<file path="src/rtl/motor_pwm_decoder.sv">
// PWM / direction feedback decoder: per-period high time, period length, direction code and stall flagging.
// Optional input synchronizers are enabled by defining PWM_DEC_SYNC_EN.
`timescale 1ns/1ps

module motor_pwm_decoder #(
  parameter int unsigned CNT_W   = 16,
  parameter int unsigned TIMEOUT = 16'hFFFF
) (
  input  logic             clk,
  input  logic             rst,
  input  logic             pwm_in,
  input  logic             dir_left_in,
  input  logic             dir_right_in,
  output logic             meas_valid,
  output logic [CNT_W-1:0] period_cnt,
  output logic [CNT_W-1:0] high_cnt,
  output logic [1:0]       dir_code,
  output logic             stalled,
  output logic             stall_level,
  output logic             dir_fault
);

  localparam logic [CNT_W-1:0] TMO = CNT_W'(TIMEOUT);
  localparam logic [CNT_W-1:0] ONE = CNT_W'(1);

  typedef enum logic [1:0] {
    IDLE,
    HIGH,
    LOW
  } state_e;

  logic p;
  logic dir_l;
  logic dir_r;

`ifdef PWM_DEC_SYNC_EN
  logic [1:0] pwm_sync_d,   pwm_sync_q;
  logic [1:0] left_sync_d,  left_sync_q;
  logic [1:0] right_sync_d, right_sync_q;

  always_comb begin
    pwm_sync_d   = {pwm_sync_q[0],   pwm_in};
    left_sync_d  = {left_sync_q[0],  dir_left_in};
    right_sync_d = {right_sync_q[0], dir_right_in};
  end

  always_ff @(posedge clk) begin
    if (rst) begin
      pwm_sync_q   <= '0;
      left_sync_q  <= '0;
      right_sync_q <= '0;
    end else begin
      pwm_sync_q   <= pwm_sync_d;
      left_sync_q  <= left_sync_d;
      right_sync_q <= right_sync_d;
    end
  end

  assign p     = pwm_sync_q[1];
  assign dir_l = left_sync_q[1];
  assign dir_r = right_sync_q[1];
`else
  assign p     = pwm_in;
  assign dir_l = dir_left_in;
  assign dir_r = dir_right_in;
`endif

  state_e           state_d,       state_q;
  logic             pwm_d,         pwm_q;
  logic [CNT_W-1:0] period_run_d,  period_run_q;
  logic [CNT_W-1:0] high_run_d,    high_run_q;
  logic             meas_valid_d,  meas_valid_q;
  logic [CNT_W-1:0] period_cnt_d,  period_cnt_q;
  logic [CNT_W-1:0] high_cnt_d,    high_cnt_q;
  logic [1:0]       dir_code_d,    dir_code_q;
  logic             stalled_d,     stalled_q;
  logic             stall_level_d, stall_level_q;
  logic             dir_fault_d,   dir_fault_q;

  logic             rise;
  logic             timeout;
  logic [CNT_W-1:0] period_inc;
  logic [CNT_W-1:0] high_inc;

  always_comb begin
    rise       = p & ~pwm_q;
    timeout    = (period_run_q == TMO) && !rise && !stalled_q;
    period_inc = (period_run_q == TMO) ? period_run_q : period_run_q + ONE;
    high_inc   = (high_run_q   == TMO) ? high_run_q   : high_run_q   + ONE;

    state_d       = state_q;
    pwm_d         = p;
    period_run_d  = period_run_q;
    high_run_d    = high_run_q;
    meas_valid_d  = 1'b0;
    period_cnt_d  = period_cnt_q;
    high_cnt_d    = high_cnt_q;
    dir_code_d    = dir_code_q;
    stalled_d     = stalled_q;
    stall_level_d = stall_level_q;
    dir_fault_d   = dir_l & dir_r;

    case (state_q)
      IDLE: begin
        // First rise only arms the measurement; the period before it is unknown.
        if (rise) begin
          period_run_d = ONE;
          high_run_d   = ONE;
          stalled_d    = 1'b0;
          state_d      = HIGH;
        end else begin
          period_run_d = period_inc;
        end
      end
      HIGH: begin
        period_run_d = period_inc;
        if (p) begin
          high_run_d = high_inc;
        end else begin
          state_d = LOW;
        end
      end
      LOW: begin
        if (rise) begin
          period_cnt_d = period_run_q;
          high_cnt_d   = high_run_q;
          dir_code_d   = {dir_l, dir_r};
          meas_valid_d = 1'b1;
          period_run_d = ONE;
          high_run_d   = ONE;
          state_d      = HIGH;
        end else begin
          period_run_d = period_inc;
        end
      end
      default: begin
        state_d = IDLE;
      end
    endcase

    // Stall overrides the state-local update; a rise on the limit cycle is a capture instead.
    if (timeout) begin
      period_cnt_d  = '0;
      high_cnt_d    = '0;
      stall_level_d = p;
      stalled_d     = 1'b1;
      meas_valid_d  = 1'b1;
      state_d       = IDLE;
    end
  end

  always_ff @(posedge clk) begin
    if (rst) begin
      state_q       <= IDLE;
      pwm_q         <= 1'b0;
      period_run_q  <= '0;
      high_run_q    <= '0;
      meas_valid_q  <= 1'b0;
      period_cnt_q  <= '0;
      high_cnt_q    <= '0;
      dir_code_q    <= '0;
      stalled_q     <= 1'b0;
      stall_level_q <= 1'b0;
      dir_fault_q   <= 1'b0;
    end else begin
      state_q       <= state_d;
      pwm_q         <= pwm_d;
      period_run_q  <= period_run_d;
      high_run_q    <= high_run_d;
      meas_valid_q  <= meas_valid_d;
      period_cnt_q  <= period_cnt_d;
      high_cnt_q    <= high_cnt_d;
      dir_code_q    <= dir_code_d;
      stalled_q     <= stalled_d;
      stall_level_q <= stall_level_d;
      dir_fault_q   <= dir_fault_d;
    end
  end

  assign meas_valid  = meas_valid_q;
  assign period_cnt  = period_cnt_q;
  assign high_cnt    = high_cnt_q;
  assign dir_code    = dir_code_q;
  assign stalled     = stalled_q;
  assign stall_level = stall_level_q;
  assign dir_fault   = dir_fault_q;

endmodule

</file>
<file path="config.mk">
export PLATFORM = sky130hd
export DESIGN_NAME = motor_pwm_decoder
export DESIGN_NICKNAME = d
export VERILOG_FILES = /design/src/rtl/motor_pwm_decoder.sv
export SDC_FILE = /design/constraint.sdc
export NUM_CORES = 1
export LEC_CHECK = 0
export ABC_CLOCK_PERIOD_IN_PS = 2800
export CORE_AREA = 2 2 78 87
export CTS_CLUSTER_SIZE = 30
export DETAILED_ROUTE_END_ITERATION = 10
export DIE_AREA = 0 0 80 89
export PLACE_DENSITY = 0.73
export REMOVE_ABC_BUFFERS = 1
export SYNTH_ARGS = -nofsm -noshare
export SYNTH_HDL_FRONTEND = slang
export SYNTH_SLANG_ARGS = --single-unit
</file>
<file path="constraint.sdc">
create_clock -name clk -period 2.8 [get_ports clk]
set_input_delay 0.56 -clock clk [delete_from_list [all_inputs] [get_ports clk]]
set_output_delay 0.56 -clock clk [all_outputs]
set_load 0.01 [all_outputs]
</file>
==> flow_metrics.py, run 1 <==
metrics = {
    "outcome": {
        "status": "completed",
    },
    "clock_network": {
        "clockBufferDepth": 2,
        "cts_resized": 0,
        "tritoncts": "yes",
        "clkSinkCount": 73,
        "cts-root-buf": "clkbuf_8",
        "cts-htree-levels": 3,
        "cts.clk_slew.worst_paths_ps": 70,
        "cts-buffers-inserted": 9,
        "clock_latency_ps": 340,
        "postCtsSetupRepairBufs": 0,
        "hold_buffers": 0,
    },
    "die": {
        "rows": 30,
        "pin_count": 43,
        "coreArea_mm2": 0.00616,
        "chipWidth_um": 80,
        "initial_core_util": 0.496,
        "fp.dieH_um": 89,
        "dieArea_mm2": 0.00712,
    },
    "routing": {
        "drc": 0,
        "vias_per_cell": 5.37,
        "num_vias": 2687,
        "wirelength_mm": 6.65,
        "drt-pass1-iter-count": 4,
        "wl_per_cell_um": 13.3,
        "antenna_left": 0,
        "drt_iter0_markers": 121,
    },
    "cells_and_area": {
        "layout.nets": 422,
        "area_growth_pct": 22.9,
        "finalNonFillerCells": 500,
        "n_antenna_cell": 0,
        "drive_gt1_frac": 0.0833,
        "finalCoreUtilization": 0.609,
        "final_common_cell": "nand2_1",
        "fill_cells": 566,
        "final_cell_mix": "nand2_1 (89), dfxtp_1 (73), a21oi_1 (44), clkdlybuf4s50_1 (42), nor2_1 (32)",
    },
    "timing": {
        "fin_setup_tns_ps": 0,
        "fin_crit_ps": 2390,
        "drv_slew": 0,
        "period_share": 0.854,
        "worst_slew_pin_slew_ps": 538,
        "setup_viol": 0,
        "hold_violations": 0,
        "max_freq_ghz": 0.418,
        "rsz0062_at_grt": "no",
        "clock_skew_ps": 3.83,
        "relSlewSlack": 0.638,
    },
    "synth": {
        "ys.flop_type": "dfxtp_1",
        "ys_seq_area_frac": 0.479,
        "synth_xor_area_frac": 0.0517,
        "netlist-cell-type-count": 39,
        "muxShareOfSynthArea": 0.00984,
        "synth_top_family_by_area": "simple AND/OR/NAND/NOR gates",
        "syn_inst": 369,
        "ys_async_sr_fraction": 0,
        "synthAdderAreaFrac": 0.00820,
        "synth-simple-area-share": 0.287,
        "syn_area_mm2": 0.00305,
        "ys_ff_latch": 73,
        "synth_edf_count": 0,
        "ys_warn_count": 0,
        "syn_area_per_cell_um2": 8.27,
        "synth_compound_gate_area_share": 0.128,
    },
    "global_routing": {
        "grt_max_degree": 24,
        "grt_use_total": 0.199,
        "grt_pass1_wl_mm": 11.0,
        "grt_pass1_vias": 2463,
        "grt-ovfl-total": 0,
        "antenna_found_initial": 0,
    },
    "placed_design": {
        "place.gp.congestion": 0.823,
        "numPlacedInstances": 484,
        "hpwl_mm": 4.57,
        "io_buffers": 42,
    },
    "run": {
        "cap_violations": 0,
    },
    "power_and_ir_drop": {
        "ir_worst_vdd_mv": 0.293,
        "leakage_nw": 1.23,
        "p_per_area_mw_per_mm2": 520,
    },
    "worst_setup_path": {
        "worstPathMaxFanout": 23,
        "crit_path_start_kind": "flop",
        "critical_path_required_ps": 3030,
        "crit_type": "flop to flop",
        "cp.arrival_ps": 2620,
        "crit_path_end_kind": "flop",
    },
    "worst_hold_path": {
        "min_path_type": "flop to flop",
    },
}
[cells in the mapped netlist (2+ instances only)]
| library cell | number | area [um2] |
|---|---|---|
| nand2_1 | 89 | 334 |
| dfxtp_1 | 73 | 1460 |
| a21oi_1 | 44 | 220 |
| nor2_1 | 32 | 120 |
| clkbuf_1 | 12 | 45.0 |
| nand3_1 | 11 | 55.1 |
| nor3_1 | 10 | 50.1 |
| xor2_1 | 10 | 87.6 |
| o21ai_0 | 9 | 45.0 |
| nand4_1 | 8 | 50.1 |
| xnor2_1 | 8 | 70.1 |
| nand2b_1 | 5 | 31.3 |
| or4_1 | 5 | 37.5 |
| buf_6 | 4 | 45.0 |
| o211ai_1 | 4 | 30.0 |
| a31oi_1 | 3 | 18.8 |
| and2_1 | 3 | 18.8 |
| and3_1 | 3 | 18.8 |
| and4_1 | 3 | 26.3 |
| mux2i_1 | 3 | 30.0 |
| nor4_1 | 3 | 18.8 |
| o21a_1 | 3 | 22.5 |
| a211oi_1 | 2 | 15.0 |
| buf_2 | 2 | 10.0 |
| ha_1 | 2 | 25.0 |
| nand3_2 | 2 | 20.0 |
| nor3b_1 | 2 | 15.0 |
| nor4b_2 | 2 | 30.0 |
| o2111ai_1 | 2 | 17.5 |
[through the flow]
| step | setup slack, ps | instance area, um2 | power (mW) | hold WS, ps |
|---|---|---|---|---|
| 2_1_floorplan | 443 | 2940 | 1.12 | 450 |
| 3_3_place_gp | 310 | 3550 | 1.16 | 442 |
| 3_5_place_dp | 282 | 3550 | 1.16 | 447 |
| 4_1_cts | 414 | 3750 | 1.97 | 456 |
| 5_1_grt | 255 | 3750 | 2.02 | 469 |
| 6_report | 410 | 3750 | 1.95 | 454 |
[per-layer routing]
layer | track usage | routed length [um] | up-vias
met5 | 0 | 0 | -
met4 | 0.0786 | 95 | 0
met3 | 0.0495 | 232 | 14
met2 | 0.358 | 3310 | 60
met1 | 0.229 | 3010 | 1255
li1 | - | - | 1358
[sequential cells by signal, summed over array words and instances (netlist names), 2 cells and up]
| signal | count |
|---|---|
| dir_code | 2 |
| high_cnt | 16 |
| high_run_q | 16 |
| period_cnt | 16 |
| period_run_q | 16 |
| state_q | 2 |
[power breakdown]
part           switching (mW)  internal [mW]
combinational          0.0470         0.0305
clock                   0.386          0.429
sequential             0.0122           1.05
[area by class of cell]
class,count,area (um2),share of cell area
clock buffer,10,138,0.0367
clock inverter,6,57.6,0.0153
inverter,1,3.75,0.00100
multi-input combinational,276,1480,0.394
sequential,73,1460,0.390
tap,80,100,0.0267
timing repair buffer,54,510,0.136
[cells by family after synthesis]
group                      count (synthesis)
AOI/OAI and AO/OA                         70
xor gates and xnor gates                  18
adders and majority gates                  2
buffers and inverters                     20
DFF                                       73
muxes                                      3
and+or+nand+nor                          183
[worst max-delay path, stage by stage (launching register included)]
cell,delay [ps]
dfxtp_1,440
ha_1,230
nand3_2,150
or4_1,710
nor3_4,230
a21o_1,170
buf_4,260
a21oi_1,70
[worst paths after layout]
kind	start	to	slack, ps	cells past startpoint
worst max-delay path	period_run_q[0]	high_cnt[0]	410	7
worst min-delay path	period_cnt[4]	period_cnt[4]	450	2
worst max register to register	period_run_q[0]	high_cnt[0]	410	7
worst min register to register	period_cnt[4]	period_cnt[4]	450	2
(Power assumes the default switching activity.)
==> run 2: changes to the inputs <==
- CELL_PAD_IN_SITES_DETAIL_PLACEMENT: not set -> 2
- CELL_PAD_IN_SITES_GLOBAL_PLACEMENT: not set -> 2
- CORE_AREA: 2 2 78 87 -> 2 2 97 108
- DIE_AREA: 0 0 80 89 -> 0 0 99 110
- PLACE_DENSITY: 0.73 -> not set
- PLACE_DENSITY_LB_ADDON: not set -> 0.1
==> run 2 against run 1 <==
Against the previous run:
- cell count grew 7.8%
- via count grew 2.5%
- die area grew 53%
- register-to-register slack lost 60 ps
- largest cell class unchanged
==> flow_metrics.py, run 2 (same netlist as run 1, synthesis figures left out) <==
metrics = {
    "outcome": {
        "status": "completed",
    },
    "cells_and_area": {
        "area_growth_pct": 24.5,
        "fill_cells": 1139,
        "n_antenna_cell": 0,
        "finalCoreUtilization": 0.390,
        "final_area_mm2": 0.00380,
        "final_common_cell": "nand2_1",
        "layout.nets": 421,
        "finalNonFillerCells": 539,
        "drive_gt1_frac": 0.0740,
        "final_cell_mix": "nand2_1 (89), dfxtp_1 (73), a21oi_1 (44), clkdlybuf4s50_1 (42), nor2_1 (32)",
    },
    "clock_network": {
        "cts-htree-levels": 3,
        "clockBufferDepth": 2,
        "clkSinkCount": 73,
        "cts-root-buf": "clkbuf_8",
        "clock_latency_ps": 360,
        "cts.clk_slew.worst_paths_ps": 70,
        "cts-buffers-inserted": 9,
        "cts_resized": 0,
        "hold_buffers": 0,
        "tritoncts": "yes",
        "postCtsSetupRepairBufs": 0,
    },
    "run": {
        "cap_violations": 0,
    },
    "worst_setup_path": {
        "rr_worst_depth": 7,
        "worstReg2RegEnd": "high_cnt[13]",
        "worstPathMaxFanout": 21,
        "cp_top_family": "simple AND/OR/NAND/NOR gates",
        "path_cells": "ha_1 > nand3_2 > or4_1 > nor3_4 > a21o_1 > buf_4 > a21oi_1",
        "r2r_slack_ps": 350,
        "cpMaxStageDelayCell": "or4_1",
        "cp.arrival_ps": 2680,
        "crit_path_start_kind": "flop",
        "crit_type": "flop to flop",
        "max_stage_delay_ps": 740,
        "critical_path_required_ps": 3030,
        "critPathBufInv": 1,
        "r2r-start": "period_run_q[0]",
        "crit_start": "period_run_q[0]",
        "crit_path_end_kind": "flop",
    },
    "routing": {
        "drt-pass1-iter-count": 4,
        "vias_per_cell": 5.11,
        "wl_per_cell_um": 16.1,
        "wirelength_mm": 8.70,
        "drc": 0,
        "num_vias": 2754,
        "antenna_left": 0,
        "drt_iter0_markers": 70,
    },
    "global_routing": {
        "grt_pass1_wl_mm": 15.0,
        "grt_use_total": 0.177,
        "grt_max_degree": 33,
        "grt-ovfl-total": 0,
        "grt_pass1_vias": 2962,
        "antenna_found_initial": 0,
    },
    "timing": {
        "worst_slew_pin_slew_ps": 565,
        "rsz0062_at_grt": "no",
        "max_freq_ghz": 0.408,
        "clock_skew_ps": 11.1,
        "drv_slew": 0,
        "fin_crit_ps": 2450,
        "setup_viol": 0,
        "fin_setup_tns_ps": 0,
        "relSlewSlack": 0.622,
        "hold_violations": 0,
        "setup_slack_ps": 349,
        "period_share": 0.875,
    },
    "die": {
        "coreArea_mm2": 0.00975,
        "fp.dieH_um": 110,
        "rows": 38,
        "chipWidth_um": 99,
        "pin_count": 43,
        "dieArea_mm2": 0.0109,
        "initial_core_util": 0.313,
    },
    "placed_design": {
        "dp_slack_ps": 203,
        "hpwl_mm": 6.24,
        "place.gp.congestion": 0.811,
        "io_buffers": 42,
        "dpl_cell_area_mm2": 0.00361,
        "numPlacedInstances": 523,
    },
    "worst_hold_path": {
        "worstHoldStart": "high_cnt[12]",
        "min_to": "high_cnt[12]",
        "min_path_cells": 2,
        "min_path_type": "flop to flop",
    },
    "power_and_ir_drop": {
        "ir_worst_vdd_mv": 0.264,
        "pwr-share-clk": 0.420,
        "power.internal_mw": 1.51,
        "swShare": 0.232,
        "leakage_nw": 1.22,
        "p_per_area_mw_per_mm2": 519,
        "seqPwrFrac": 0.537,
        "net-switching-power_mw": 0.458,
        "comb_power_share": 0.043,
    },
}
-- run 2: changes by cell type in the layout (fill, tap and decap cells not counted) --
cell        previous run  this run
clkinv_2               4         2
buf_12                 0         1
clkinvlp_4             1         0
buf_4                 12        10
clkbuf_1               0         3
-- run 2: worst reg2reg max path: stages (launching register included) --
cell,delay [ps]
dfxtp_1,420
ha_1,220
nand3_2,170
or4_1,740
nor3_4,250
a21o_1,170
buf_4,280
a21oi_1,90
-- run 2: worst max path at each step --
stage	endpoint	slack, ps	depth (start not counted)
global placement	high_run_q[2]	310	6
global route	high_cnt[13]	190	7
floorplan	state_q[0]	440	6
CTS	high_cnt[13]	330	7
finish	high_cnt[13]	350	7
detailed placement	high_run_q[0]	200	6
-- run 2: stage by stage --
| stage | power, mW | hold WS [ps] |
|---|---|---|
| final | 1.97 | 458 |
| after global routing | 2.06 | 491 |
| after CTS | 2.01 | 462 |
| after detailed placement | 1.17 | 452 |
| after global placement | 1.17 | 441 |
| after floorplan | 1.12 | 450 |
-- run 2: layer usage --
layer	track usage	vias to the layer above	part of all wire
met2	0.325	31	0.53
met5	0	-	0
met1	0.202	1360	0.43
li1	-	1352	-
met3	0.0422	11	0.027
met4	0.0616	0	0.012
-- run 2: cell type report --
type                       instances  area [um2]  area share
multi-input combinational        276        1480       0.389
sequential                        73        1460       0.385
timing repair buffer              53         515       0.136
tap                              120         150      0.0395
clock buffer                      13         149      0.0392
clock inverter                     3        40.0      0.0105
inverter                           1        3.75    0.000988
-- run 2: power by group through the flow --
stage | Combinational (mW) | Clock [mW] | Sequential [mW]
final | 0.0849 | 0.828 | 1.06
after global routing | 0.0958 | 0.905 | 1.06
after global placement | 0.0861 | 0 | 1.08
after detailed placement | 0.0880 | 0 | 1.08
after floorplan | 0.0387 | 0 | 1.08
after CTS | 0.0889 | 0.858 | 1.06
==> run 3: changes to the inputs <==
- ABC_AREA: not set -> 0
==> results of run 3 <==
Final layout, timing and power as in run 2 (identical DEF).
